--- src/rtl/alu_pkg.sv ---
// Shared ALU definitions: widths, FSM state encoding and the
// rotate-amount wrap helper used by both rotate directions.
package alu_pkg;

   localparam int ALU_WIDTH = 5;
   localparam int ALU_AMT_W = 3;

   typedef enum logic [1:0] {
      ST_IDLE   = 2'd0,
      ST_ROTATE = 2'd1,
      ST_DONE   = 2'd2
   } alu_state_e;

   localparam logic [ALU_AMT_W-1:0] AMT_WRAP = ALU_AMT_W'(ALU_WIDTH);

   // 2**AMT_W < 2*WIDTH, so a single conditional subtract is exact.
   function automatic logic [ALU_AMT_W-1:0] amt_mod_width(
      input logic [ALU_AMT_W-1:0] b
   );
      logic [ALU_AMT_W-1:0] m;
      m = b;
      if (b >= AMT_WRAP) begin
         m = b - AMT_WRAP;
      end
      return m;
   endfunction

endpackage

--- src/rtl/alu_amt_mod5.sv ---
// Rotate amount reduced modulo the operand width.
// Same function feeds the ROL path so both directions wrap alike.
module alu_amt_mod5
   import alu_pkg::*;
(
   input  logic [ALU_AMT_W-1:0] b_i,
   output logic [ALU_AMT_W-1:0] m_o
);

   assign m_o = amt_mod_width(b_i);

endmodule

--- src/rtl/alu_ror_seq_5bit.sv ---
// Multi-cycle rotate-right unit: one bit per clock,
// start/ready handshake in, single-cycle done pulse out.
module alu_ror_seq_5bit
   import alu_pkg::*;
#(
   parameter int WIDTH = ALU_WIDTH,
   parameter int AMT_W = ALU_AMT_W
) (
   input  logic             clk,
   input  logic             rst_n,
   input  logic             start,
   input  logic [WIDTH-1:0] A,
   input  logic [AMT_W-1:0] B,
   output logic             ready,
   output logic             busy,
   output logic             done,
   output logic [WIDTH-1:0] R
);

   alu_state_e       state_q, state_d;
   logic [WIDTH-1:0] data_q, data_d;
   logic [AMT_W-1:0] cnt_q, cnt_d;
   logic [WIDTH-1:0] r_q, r_d;
   logic [AMT_W-1:0] amt;

   alu_amt_mod5 u_amt (
      .b_i (B),
      .m_o (amt)
   );

   always_comb begin
      state_d = state_q;
      data_d  = data_q;
      cnt_d   = cnt_q;
      r_d     = r_q;
      unique case (state_q)
         ST_IDLE: begin
            if (start) begin
               data_d  = A;
               cnt_d   = amt;
               state_d = (amt == '0) ? ST_DONE : ST_ROTATE;
            end
         end
         ST_ROTATE: begin
            data_d = {data_q[0], data_q[WIDTH-1:1]};
            cnt_d  = cnt_q - AMT_W'(1);
            if (cnt_q == AMT_W'(1)) begin
               state_d = ST_DONE;
            end
         end
         ST_DONE: begin
            state_d = ST_IDLE;
         end
         default: begin
            state_d = ST_IDLE;
         end
      endcase
      // Result is captured on the edge that enters DONE.
      if (state_d == ST_DONE) begin
         r_d = data_d;
      end
   end

   always_ff @(posedge clk) begin
      if (!rst_n) begin
         state_q <= ST_IDLE;
         data_q  <= '0;
         cnt_q   <= '0;
         r_q     <= '0;
      end else begin
         state_q <= state_d;
         data_q  <= data_d;
         cnt_q   <= cnt_d;
         r_q     <= r_d;
      end
   end

   assign ready = (state_q == ST_IDLE);
   assign busy  = (state_q == ST_ROTATE);
   assign done  = (state_q == ST_DONE);
   assign R     = r_q;

endmodule
--- config.mk ---
export PLATFORM = sky130hd
export DESIGN_NAME = alu_ror_seq_5bit
export DESIGN_NICKNAME = d
export VERILOG_FILES = /design/src/rtl/alu_pkg.sv /design/src/rtl/alu_amt_mod5.sv /design/src/rtl/alu_ror_seq_5bit.sv
export SDC_FILE = /design/constraint.sdc
export NUM_CORES = 1
export LEC_CHECK = 0
export ABC_AREA = 1
export CAP_MARGIN = 20
export CORE_MARGIN = 4
export CORE_UTILIZATION = 47
export DETAILED_ROUTE_END_ITERATION = 12
export PLACE_DENSITY = 0.83
export SLEW_MARGIN = 20
export SYNTH_ARGS = -nofsm -noshare
export SYNTH_HDL_FRONTEND = slang
export SYNTH_SLANG_ARGS = --single-unit
--- constraint.sdc ---
create_clock -name clk -period 3.5 [get_ports clk]
set_clock_uncertainty 0.05 [all_clocks]
set_input_delay 0.7 -clock clk [delete_from_list [all_inputs] [get_ports clk]]
set_output_delay 0.7 -clock clk [all_outputs]
set_load 0.01 [all_outputs]
-- Yosys cells after proc, flatten, opt, wreduce, memory -nomap -nowiden
Cells that the tools add are included.
- mux-type cells: 9
- equal/unequal tests: 5
- $lt $le $gt $ge: 1
- reductions and logical operators: 4
- add/sub/neg operators: 2
- operators with widths (kind ; count):
    one-hot mux 5 bit (2 select lines) ; 1
    2-to-1 mux 2 bit ; 3
    2-to-1 mux 3 bit ; 2
    one-hot mux 3 bit (2 select lines) ; 1
    2-to-1 mux 5 bit ; 1
    == test 2 bit, second input constant ; 2
    one-hot mux 2 bit (2 select lines) ; 1
    == test 3 x 1 -> 1 bit, second input constant ; 1
    greater-or-equal comparator 3 bit, second input constant ; 1
    logical NOT 3 bit ; 1
    subtractor 3 x 1 -> 3 bit, second input constant ; 1
    subtractor 3 bit, second input constant ; 1
    == test 2 x 1 -> 1 bit, second input constant ; 1
    logical NOT 2 bit ; 1
    inequality test 2 bit, second input constant ; 1
    AND reduction 2 bit ; 1
    nonzero test 2 bit ; 1
- flip-flop bits (word level): 15

-- Longest topological paths before layout
Gate-level depths: netlist of run 1.
- depth in word-level cells: 7
- mapped depth: 12
- gate-level depth less buffers: 11

-- Modules after synthesis
A second synthesis of run 1 with hierarchy kept.
- cells, all modules: 164
- area total of the unflattened synthesis: 1031.0 µm²
- modules (own cells, without submodules) (module ; area each (µm²) ; times used ; cells each):
    alu_ror_seq_5bit ; 935.9 ; 1 ; 147
    alu_amt_mod5 ; 95.1 ; 1 ; 17

-- Worst setup path before layout of run 1
No wires, ideal clock.
- kind: input to register
- start point: in B[1]
- end point: reg r_q[1] (netlist: R[1])
- arrival: 1.669 ns
- library setup time: 0.115 ns
- stages on the path: 11
- buffers on the path: 1
- setup slack: 1.666 ns
- data required time: 3.335 ns
- path through: inv_1 > ha_1 > nor2_2 > nand2_1 > nand3_1 > nand2_2 > nor2_4 > nand3_2 > buf_6 > a21oi_1 > nor2_1
- cells in the longest elaborated chain, start to end: 7
- elaborated cells on any way between the ends: 8
- RTL lines (what ; line ; source):
    start, declared ; alu_ror_seq_5bit.sv:13 ; input logic [AMT_W-1:0] B,
    subtractor 3 bit / greater-or-equal comparator 3 bit (equally long branches) ; alu_pkg.sv:23, alu_pkg.sv:22 ;
    2-to-1 mux 3 bit * ; alu_pkg.sv:22 ; if (b >= AMT_WRAP) begin
    logical NOT 3 bit * ; alu_ror_seq_5bit.sv:41 ; state_d = (amt == '0) ? ST_DONE : ST_ROTATE;
    2-to-1 mux 2 bit * ; alu_ror_seq_5bit.sv:41 ;
    2-to-1 mux 2 bit * ; alu_ror_seq_5bit.sv:38 ; if (start) begin
    one-hot mux 2 bit (2 select lines) * ; alu_ror_seq_5bit.sv:36 ; unique case (state_q)
    == test 2 bit * ; alu_ror_seq_5bit.sv:59 ; if (state_d == ST_DONE) begin
    end signal, assigned ; alu_ror_seq_5bit.sv:74 ; r_q <= r_d;
    end, declared ; alu_ror_seq_5bit.sv:23 ; logic [WIDTH-1:0] r_q, r_d;
Every way passes the cells marked *; elsewhere a longest branch is shown, timed or not.
A chain may end at the register's enable or synchronous reset.

-- Worst setup path in the final report of run 1
- start point: reg state_q[0]
- end point: out busy
- cells in the longest elaborated chain, start to end: 1
- RTL lines (what ; line ; source):
    start, declared ; alu_ror_seq_5bit.sv:20 ; alu_state_e state_q, state_d;
    start signal, assigned ; alu_ror_seq_5bit.sv:71 ; state_q <= state_d;
    == test 2 x 1 -> 1 bit ; alu_ror_seq_5bit.sv:79 ; assign busy = (state_q == ST_ROTATE);
    end, declared ; alu_ror_seq_5bit.sv:15 ; output logic busy,
Every way passes these cells.

==> results of run 1 <==
==> state kept, by name (all words and copies together) (netlist names) <==
register and cells:
R 5, cnt_q 3, data_q 5, state_q 2
==> kinds of logic (layout without fill, tap and decap cells) <==
group,Yosys count,in the layout,synth area share [%]
AO/OA/AOI/OAI,22,22,16.18
buffers and inverters,33,51,16.04
adder cells (fa/ha/maj),4,4,5.348
flip-flops,15,15,32.09
AND/OR/NAND/NOR,55,55,30.35
==> tightest hold or removal path, cell delays in order (launching register included) <==
cell,delay (ns)
dfxtp_1,0.32
nand2_1,0.06
a21oi_1,0.06
==> metal layers <==
layer	track usage (%)	wire (µm)	part of all wire (%)	vias to the layer above
met5	0	0	0	-
met4	7.660	43	2.3	0
met3	1.994	88	4.8	5
met2	27.89	938	51	16
met1	19.86	779	42	366
li1	-	-	-	437
==> worst paths after layout <==
check	endpoint	slack, ns
setup / recovery	busy	0.99
hold / removal	cnt_q[1]$_SDFFE_PN0P_	0.43
setup reg to reg	R[0]$_SDFFE_PN0N_	1.81
hold reg to reg	cnt_q[1]$_SDFFE_PN0P_	0.43
==> area by class of cell <==
cell class	instances	area, µm²
sequential	15	300.3
inverter	29	108.9
timing repair buffer	18	180.2
clock buffer	3	22.52
clock inverter	1	5.005
multi-input combinational	81	485.5
tap	25	31.28
fill	163	668.1
==> stage by stage <==
stage | setup slack (ns) | cell area, µm² | power, W | hold WS, ns | instances
after CTS | 0.9995 | 1134 | 0.0004615 | 0.4328 | 172
after detailed placement | 0.8593 | 1106 | 0.0003621 | 0.4190 | 168
after global placement | 0.9810 | 1106 | 0.0003565 | 0.4042 | 168
after global routing | 0.8752 | 1134 | 0.0004914 | 0.4497 | 172
final | 0.9876 | 1134 | 0.0004591 | 0.4286 | 172
after floorplan | 1.666 | 935.9 | 0.0003129 | 0.3934 | 129
==> cell usage in the layout, fill, tap and decap left out <==
master,Yosys,routed
o21ai_0,1,1
o211ai_2,2,2
nand2_4,1,1
inv_2,3,3
nand3_2,5,5
clkinv_2,0,1
nor3_1,1,1
o21ai_1,3,3
ha_1,4,4
clkdlybuf4s50_1,0,18
nand2_1,23,23
a21oi_1,8,8
a21boi_2,1,1
nor2_2,2,2
dfxtp_1,15,15
nand3_1,6,6
inv_1,26,26
a31oi_1,1,1
nor2_4,2,2
a21oi_2,3,3
clkbuf_4,0,3
o211ai_1,2,2
nor2_1,11,11
o21a_1,1,1
nand2_2,4,4
==> power by group <==
part,leakage (nW),switching (W),internal (W)
Sequential,0.123,0.0000121,0.000190
Clock,0.0177,0.0000588,0.0000426
Combinational,0.390,0.0000864,0.0000693
Total,0.531,0.000157,0.000302
==> synth_stat cells, drive strengths merged (4+ instances only) <==
| library cell | n | area share (%) |
|---|---|---|
| o211ai | 4 | 4.3 |
| buf | 4 | 4.4 |
| a21oi | 11 | 7.1 |
| nor2 | 15 | 8.2 |
| ha | 4 | 5.3 |
| nand3 | 11 | 8.6 |
| nand2 | 28 | 13 |
| o21ai | 4 | 2.1 |
| dfxtp | 15 | 32 |
| inv | 29 | 12 |
==> flow_summary_export.csv, run 1 <==
group,metric,value,unit
global_route,grt_usage,16.27,%
synth,syn_nets,144,
place,dp.final_hpwl,1488,µm
setup_path,path_cells,"inv_2, nor2_2, clkdlybuf4s50_1",
synth,syn_avg_cell_area,7.255,µm²
setup_path,crit_path_max_incr_delay,0.63,ns
timing,setup_viol,0,
setup_path,worstSetupEndpointType,"output port",
clock_network,cts_setup_buffers,0,
pwr,power.density,405.0,mW/mm²
timing,max_freq,398.0,MHz
die,die_w,52.63,µm
synth,synth_edf_count,0,
flow_run,drv_cap,0,
cells_and_area,utilization,62.92,%
cells_and_area,drive_gt1_share,18.37,%
clock_network,h-tree-depth,1,
synth,ys_types,24,
setup_path,reg2reg_depth,9,
routing,dr.first_iter.drc_count,14,
timing,hold_viol,0,
timing,max_slew.worst_pin.slew,0.4605,ns
worst_hold_path,hp-class,"flip-flop to flip-flop",
pwr,p_leak,0.5307,nW
synth,synth_seq_cells,15,
global_route,antenna_found_initial,0,
timing,rsz0062_at_grt,"false",
place,place.gp.congestion,0.8783,
routing,wl_per_cell,10.76,µm
clock_network,cts.path.max_buffers,2,
global_route,grt_max_degree,12,
clock_network,clock_latency,0.29,ns
setup_path,cp_max_fo,11,
timing,period_needed,2.512,ns
die,die_y,52.63,µm
cells_and_area,areaGrowthSynthToFinish,21.12,%
synth,yosysSeqAreaShare,32.09,%
die,std_cell_rows,15,
clock_network,cts_buffers,3,
synth,syn-instance-count,129,
setup_path,critPathLaunch,"state_q[0]$_SDFF_PN0_",
clock_network,cts_resized,0,
die,core_area,0.001802,mm²
pwr,ir_worst_vdd,0.3104,mV
clock_network,clk_pin_slew,0.09,ns
die,io-pin-count,19,
synth,synthesis.area,935.9,µm²
setup_path,crit_buf_inv,2,
global_route,grt_first_pass_wirelength,3387,µm
setup_path,path_class,"flip-flop to output port",
clock_network,clock-sinks,15,
die,die-area,0.002769,mm²
synth,ys_warn_count,0,
status,status,"finished clean",
die,initial_core_util,51.94,%
setup_path,cp.arrival,1.76,ns
global_route,grt_remaining_overflow,0,
clock_network,cts_tree,"built",
worst_hold_path,min-delay-start,"cnt_q[1]$_SDFFE_PN0P_",
timing,tns,0,ns
routing,firstDrtPassIters,4,
setup_path,required,2.75,ns
routing,routed_wl,1850,µm
synth,synth_flop_cell,"dfxtp_1",
timing,slew_violations,0,
timing,period_share,71.78,%
routing,drc,0,
routing,vias,824,
routing,drt.antenna.violating_nets,0,
setup_path,cp.depth,3,
clock_network,holdBufCountCts,0,
routing,viasPerCell,4.791,
setup_path,worstSetupStartpointType,"flip-flop",
cells_and_area,final_nets,163,
setup_path,cp_top_family,"buffers and inverters",
synth,asyncSetResetFlopFracSynth,0,%
setup_path,crit_slowest_cell,"clkdlybuf4s50_1",
clock_network,root_buffer,"clkbuf_4",
place,port_buffers,18,
timing,slew_headroom,69.27,%
global_route,grt_pass1_vias,802,
setup_path,r2r_start,"state_q[0]$_SDFF_PN0_",
worst_hold_path,hold_depth,2,
cells_and_area,antennaDiodeCount,0,
Power figures use the tool's default switching activity.
==> run 2, diff against run 1 <==
==> constraint.sdc (replaced) <==
create_clock -name clk -period 2.63 [get_ports clk]
set_clock_uncertainty 0.05 [all_clocks]
set_input_delay 0.526 -clock clk [delete_from_list [all_inputs] [get_ports clk]]
set_output_delay 0.526 -clock clk [all_outputs]
set_load 0.01 [all_outputs]
==> run 2 against run 1 <==
Against the previous run:
- clock-buffer cell count did not move
- register-to-register slack got worse by 0.74 ns
- final cell count rose by 0.58%
- total power rose by 33%
- hold slack improved by 0.015 ns
- die area did not move
- sequential share of layout area fell by 0.17 points
- via count fell by 0.61%
- routed wire length rose by 4.4%
- clock power rose by 29%
- critical endpoint is now R[1]$_SDFFE_PN0N_
- largest cell class unchanged
==> flow_summary_export.csv, run 2 (synthesized netlist as in run 1, its figures left out) <==
group,metric,value,unit
routing,viasPerCell,4.734,
global_route,grt_pass1_vias,796,
place,post-place-ws,0.1914,ns
clock_network,clock_latency,0.29,ns
pwr,finalPower,0.0006112,W
pwr,p_leak,0.5359,nW
setup_path,required,2.77,ns
routing,routed_wl,1931,µm
die,die_y,52.63,µm
setup_path,reg2reg_slack,1.07,ns
timing,period_share,80.96,%
setup_path,critPathLaunch,"B[1]",
die,core_area,0.001802,mm²
cells_and_area,utilization,63.33,%
setup_path,r2r_start,"state_q[0]$_SDFF_PN0_",
global_route,grt_first_pass_wirelength,3353,µm
setup_path,cp_max_fo,11,
cells_and_area,design_area,0.001141,mm²
pwr,p_switching,0.0002078,W
status,status,"finished clean",
timing,max_freq,469.7,MHz
flow_run,drv_cap,0,
routing,vias,819,
die,initial_core_util,51.94,%
clock_network,cts_tree,"built",
timing,slew_headroom,79.16,%
pwr,ir_worst_vdd,0.2715,mV
die,io-pin-count,19,
setup_path,cp-endpoint,"R[1]$_SDFFE_PN0N_",
die,die_w,52.63,µm
clock_network,cts_resized,0,
die,die-area,0.002769,mm²
routing,wl_per_cell,11.16,µm
timing,max_slew.worst_pin.slew,0.3117,ns
setup_path,worstSetupEndpointType,"flip-flop",
cells_and_area,drive_gt1_share,18.92,%
place,placed_cell_area,0.001114,mm²
pwr,swShare,33.99,%
routing,firstDrtPassIters,4,
clock_network,cts.path.max_buffers,2,
timing,worst_slack,0.5008,ns
setup_path,cp.arrival,2.27,ns
global_route,grt_usage,15.97,%
timing,rsz0062_at_grt,"false",
routing,dr.first_iter.drc_count,19,
cells_and_area,layout_common_cells,"inv_1 (26), nand2_1 (23), clkdlybuf4s50_1 (18)",
setup_path,path_class,"input pin to flip-flop",
timing,hold_viol,0,
cells_and_area,final_nets,164,
timing,period_needed,2.129,ns
timing,setup_viol,0,
place,place.gp.congestion,0.8749,
setup_path,r2r-end,"R[0]$_SDFFE_PN0N_",
die,std_cell_rows,15,
timing,slew_violations,0,
cells_and_area,antennaDiodeCount,0,
routing,drt.antenna.violating_nets,0,
place,port_buffers,18,
clock_network,holdBufCountCts,0,
timing,tns,0,ns
global_route,grt_max_degree,12,
pwr,power.density,535.6,mW/mm²
worst_hold_path,hp-class,"flip-flop to flip-flop",
cells_and_area,areaGrowthSynthToFinish,21.92,%
clock_network,cts_setup_buffers,0,
pwr,intPower,0.0004035,W
pwr,power_frac_seq,43.9,%
pwr,pwr-share-clk,21.3,%
clock_network,clk_pin_slew,0.09,ns
place,dp.final_hpwl,1489,µm
clock_network,clock-sinks,15,
global_route,grt_remaining_overflow,0,
clock_network,root_buffer,"clkbuf_4",
pwr,comb_power_share,34.8,%
setup_path,worstSetupStartpointType,"input pin",
global_route,antenna_found_initial,0,
cells_and_area,final_common_cell,"inv_1",
clock_network,cts_buffers,3,
setup_path,reg2reg_depth,10,
clock_network,h-tree-depth,1,
routing,drc,0,
-- run 2: cell types whose count changed in the layout (fill, tap and decap cells not counted) --
cell / delta
buf_4: +1
-- run 2: critical path, cell delays in order --
cell	delay [ns]
clkdlybuf4s50_1	0.52
inv_1	0.08
ha_1	0.19
nor2_2	0.09
nand2_1	0.07
nand3_1	0.08
nand2_2	0.07
nor2_4	0.10
nand3_2	0.25
a21oi_1	0.22
nor2_1	0.06
-- run 2: metrics by stage --
step	hold slack, ns	instances
global route	0.4531	173
CTS	0.4394	173
global placement	0.4034	169
finish	0.4434	173
floorplan	0.3934	129
detailed placement	0.4266	169
-- run 2: area by class of cell --
type	count	area, µm²
flip-flops and latches	15	300.3
fillers	176	660.6
clock buffers	3	22.52
inverters	29	108.9
well taps	25	31.28
repair buffers	19	187.7
multi-input cells	81	485.5
clock inverters	1	5.005
-- run 2: how the worst min path moves through the flow --
stage	from	endpoint	slack [ns]	cells past startpoint
floorplan	cnt_q[1]$_SDFFE_PN0P_	cnt_q[1]$_SDFFE_PN0P_	0.39	2
global placement	cnt_q[1]$_SDFFE_PN0P_	cnt_q[1]$_SDFFE_PN0P_	0.40	2
detailed placement	cnt_q[1]$_SDFFE_PN0P_	cnt_q[1]$_SDFFE_PN0P_	0.43	2
CTS	cnt_q[1]$_SDFFE_PN0P_	cnt_q[1]$_SDFFE_PN0P_	0.44	2
global route	cnt_q[1]$_SDFFE_PN0P_	cnt_q[1]$_SDFFE_PN0P_	0.45	2
finish	cnt_q[1]$_SDFFE_PN0P_	cnt_q[1]$_SDFFE_PN0P_	0.44	2
-- run 2: layer usage --
metal	global-route usage, %	wire length (µm)	vias up
met3	1.994	90	5
li1	-	-	441
met5	0	0	-
met1	18.97	868	351
met2	28.31	939	22
met4	6.809	32	0
-- run 2: power groups by stage --
stage | clock (W) | combinational, W | sequential [W]
after CTS | 0.000134 | 0.000213 | 0.000268
final | 0.000130 | 0.000213 | 0.000269
after global routing | 0.000147 | 0.000238 | 0.000272
after detailed placement | 0 | 0.000212 | 0.000273
after floorplan | 0 | 0.000141 | 0.000276
after global placement | 0 | 0.000206 | 0.000272
==> run 3, diff against run 2 <==
==> constraint.sdc (replaced) <==
create_clock -name clk -period 2.1 [get_ports clk]
set_clock_uncertainty 0.05 [all_clocks]
set_input_delay 0.42 -clock clk [delete_from_list [all_inputs] [get_ports clk]]
set_output_delay 0.42 -clock clk [all_outputs]
set_load 0.01 [all_outputs]
==> run 3 against run 2 <==
Against the previous run:
- routed wire length fell by 6.2%
- die area unchanged
- first-iteration DRC count shrank 37%
- final cell count rose by 2.9%
- final area increased by 3.3%
- critical path type unchanged
- global-route usage fell by 1.2 points
==> flow_summary_export.csv, run 3 (synthesized netlist as in run 1, its figures left out) <==
group,metric,value,unit
die,core_area,0.001802,mm²
timing,hold_viol,0,
setup_path,cp_max_fo,11,
routing,drt.antenna.violating_nets,0,
global_route,grt_max_degree,12,
pwr,power.density,649.2,mW/mm²
setup_path,r2r_start,"state_q[0]$_SDFF_PN0_",
global_route,antenna_found_initial,0,
setup_path,worstSetupEndpointType,"flip-flop",
flow_run,drv_cap,0,
global_route,grt_first_pass_wirelength,3098,µm
pwr,intPower,0.0005124,W
setup_path,path_cells,"clkdlybuf4s50_1, inv_1, ha_1, inv_1, nand3_1, nand2_2, nor2_4, nand3_2, a21oi_1, nor2_1",
timing,worst_slack,0.1093,ns
routing,dr.first_iter.drc_count,12,
setup_path,critPathLaunch,"B[0]",
clock_network,clock-sinks,15,
global_route,grt_usage,14.78,%
clock_network,h-tree-depth,1,
worst_hold_path,min-delay-start,"cnt_q[1]$_SDFFE_PN0P_",
clock_network,cts_buffers,3,
pwr,power_frac_seq,43.8,%
cells_and_area,final_common_cell,"inv_1",
place,port_buffers,18,
pwr,comb_power_share,35.5,%
die,die-area,0.002769,mm²
timing,period_share,94.79,%
timing,max_freq,502.3,MHz
die,io-pin-count,19,
cells_and_area,final_nets,169,
pwr,ir_worst_vdd,0.4288,mV
timing,slew_headroom,79.88,%
routing,wl_per_cell,10.18,µm
setup_path,crit_path_max_incr_delay,0.51,ns
pwr,p_switching,0.0002527,W
setup_path,cp.arrival,2.12,ns
die,die_y,52.63,µm
pwr,p_leak,0.5603,nW
clock_network,cts.path.max_buffers,2,
cells_and_area,layout_common_cells,"inv_1 (26), nand2_1 (23), clkdlybuf4s50_1 (18)",
setup_path,worstSetupStartpointType,"input pin",
die,std_cell_rows,15,
routing,drc,0,
setup_path,reg2reg_slack,0.57,ns
routing,routed_wl,1812,µm
clock_network,cts_setup_buffers,0,
pwr,swShare,33.03,%
place,place.gp.congestion,0.7923,
setup_path,required,2.23,ns
cells_and_area,fillerInstances,169,
cells_and_area,drive_gt1_share,21.57,%
die,initial_core_util,51.94,%
timing,setup_viol,0,
clock_network,holdBufCountCts,0,
pwr,pwr-share-clk,20.7,%
cells_and_area,areaGrowthSynthToFinish,25.94,%
timing,slew_violations,0,
routing,viasPerCell,4.736,
routing,firstDrtPassIters,5,
global_route,grt_remaining_overflow,0,
timing,max_slew.worst_pin.slew,0.3009,ns
place,dp.final_hpwl,1475,µm
global_route,grt_pass1_vias,776,
clock_network,cts_resized,0,
place,post-place-ws,-0.1813,ns
status,status,"finished clean",
worst_hold_path,hp-class,"flip-flop to flip-flop",
setup_path,crit_slowest_cell,"clkdlybuf4s50_1",
clock_network,clk_pin_slew,0.09,ns
setup_path,path_class,"input pin to flip-flop",
setup_path,cpMostUsedCell,"inv_1",
clock_network,clock_latency,0.27,ns
clock_network,cts_tree,"built",
cells_and_area,antennaDiodeCount,0,
die,die_w,52.63,µm
routing,vias,843,
timing,tns,0,ns
timing,rsz0062_at_grt,"false",
timing,period_needed,1.991,ns
clock_network,root_buffer,"clkbuf_4",
run 3: cell count changes in the layout (fill, tap and decap cells not counted):
cell / before / now
buf_4: 1 / 6
run 3: worst max-delay path, delay by kind of cell:
family | cells | cell delay, ns
buffers and inverters | 3 | 0.63
and+or+nand+nor | 5 | 0.57
adders and majority gates | 1 | 0.27
AOI/OAI and AO/OA | 1 | 0.23
run 3: routing by layer:
layer,share of wire [%],wire [µm],GRT usage (%)
met1,43,780,17.58
met2,51,924,25.62
met3,5.3,96,2.279
met4,0.55,10,6.809
met5,0,0,0
run 3: final timing paths:
check,to,cells past startpoint
worst min-delay path,cnt_q[1]$_SDFFE_PN0P_,2
worst min register to register,cnt_q[1]$_SDFFE_PN0P_,2
worst max-delay path,R[4]$_SDFFE_PN0N_,10
worst max register to register,R[0]$_SDFFE_PN0N_,10
run 3: per-stage QoR:
stage	cells	hold slack [ns]	cell area (µm²)	total power (W)	utilization [%]
global placement	174	0.4042	1151	0.0006078	63.89
detailed placement	174	0.4180	1151	0.0006146	63.89
floorplan	129	0.3934	935.9	0.0005215	-
finish	178	0.4258	1179	0.0007651	65.42
CTS	178	0.4304	1179	0.0007759	65.42
global route	178	0.4598	1179	0.0008214	65.42
run 3: power groups by stage:
stage | Clock [W] | Combinational, W | Sequential [W]
after detailed placement | 0 | 0.000273 | 0.000342
after global routing | 0.000175 | 0.000306 | 0.000340
after CTS | 0.000166 | 0.000275 | 0.000335
after floorplan | 0 | 0.000176 | 0.000345
final | 0.000158 | 0.000271 | 0.000335
after global placement | 0 | 0.000267 | 0.000341
run 3: layout make-up:
| type | instances | area [µm²] | share of cell area (%) |
|---|---|---|---|
| clock inverter | 1 | 5.005 | 0.4246 |
| inverter | 29 | 108.9 | 9.236 |
| tap | 25 | 31.28 | 2.654 |
| sequential | 15 | 300.3 | 25.48 |
| multi-input combinational | 81 | 485.5 | 41.19 |
| timing repair buffer | 24 | 225.2 | 19.11 |
| clock buffer | 3 | 22.52 | 1.911 |
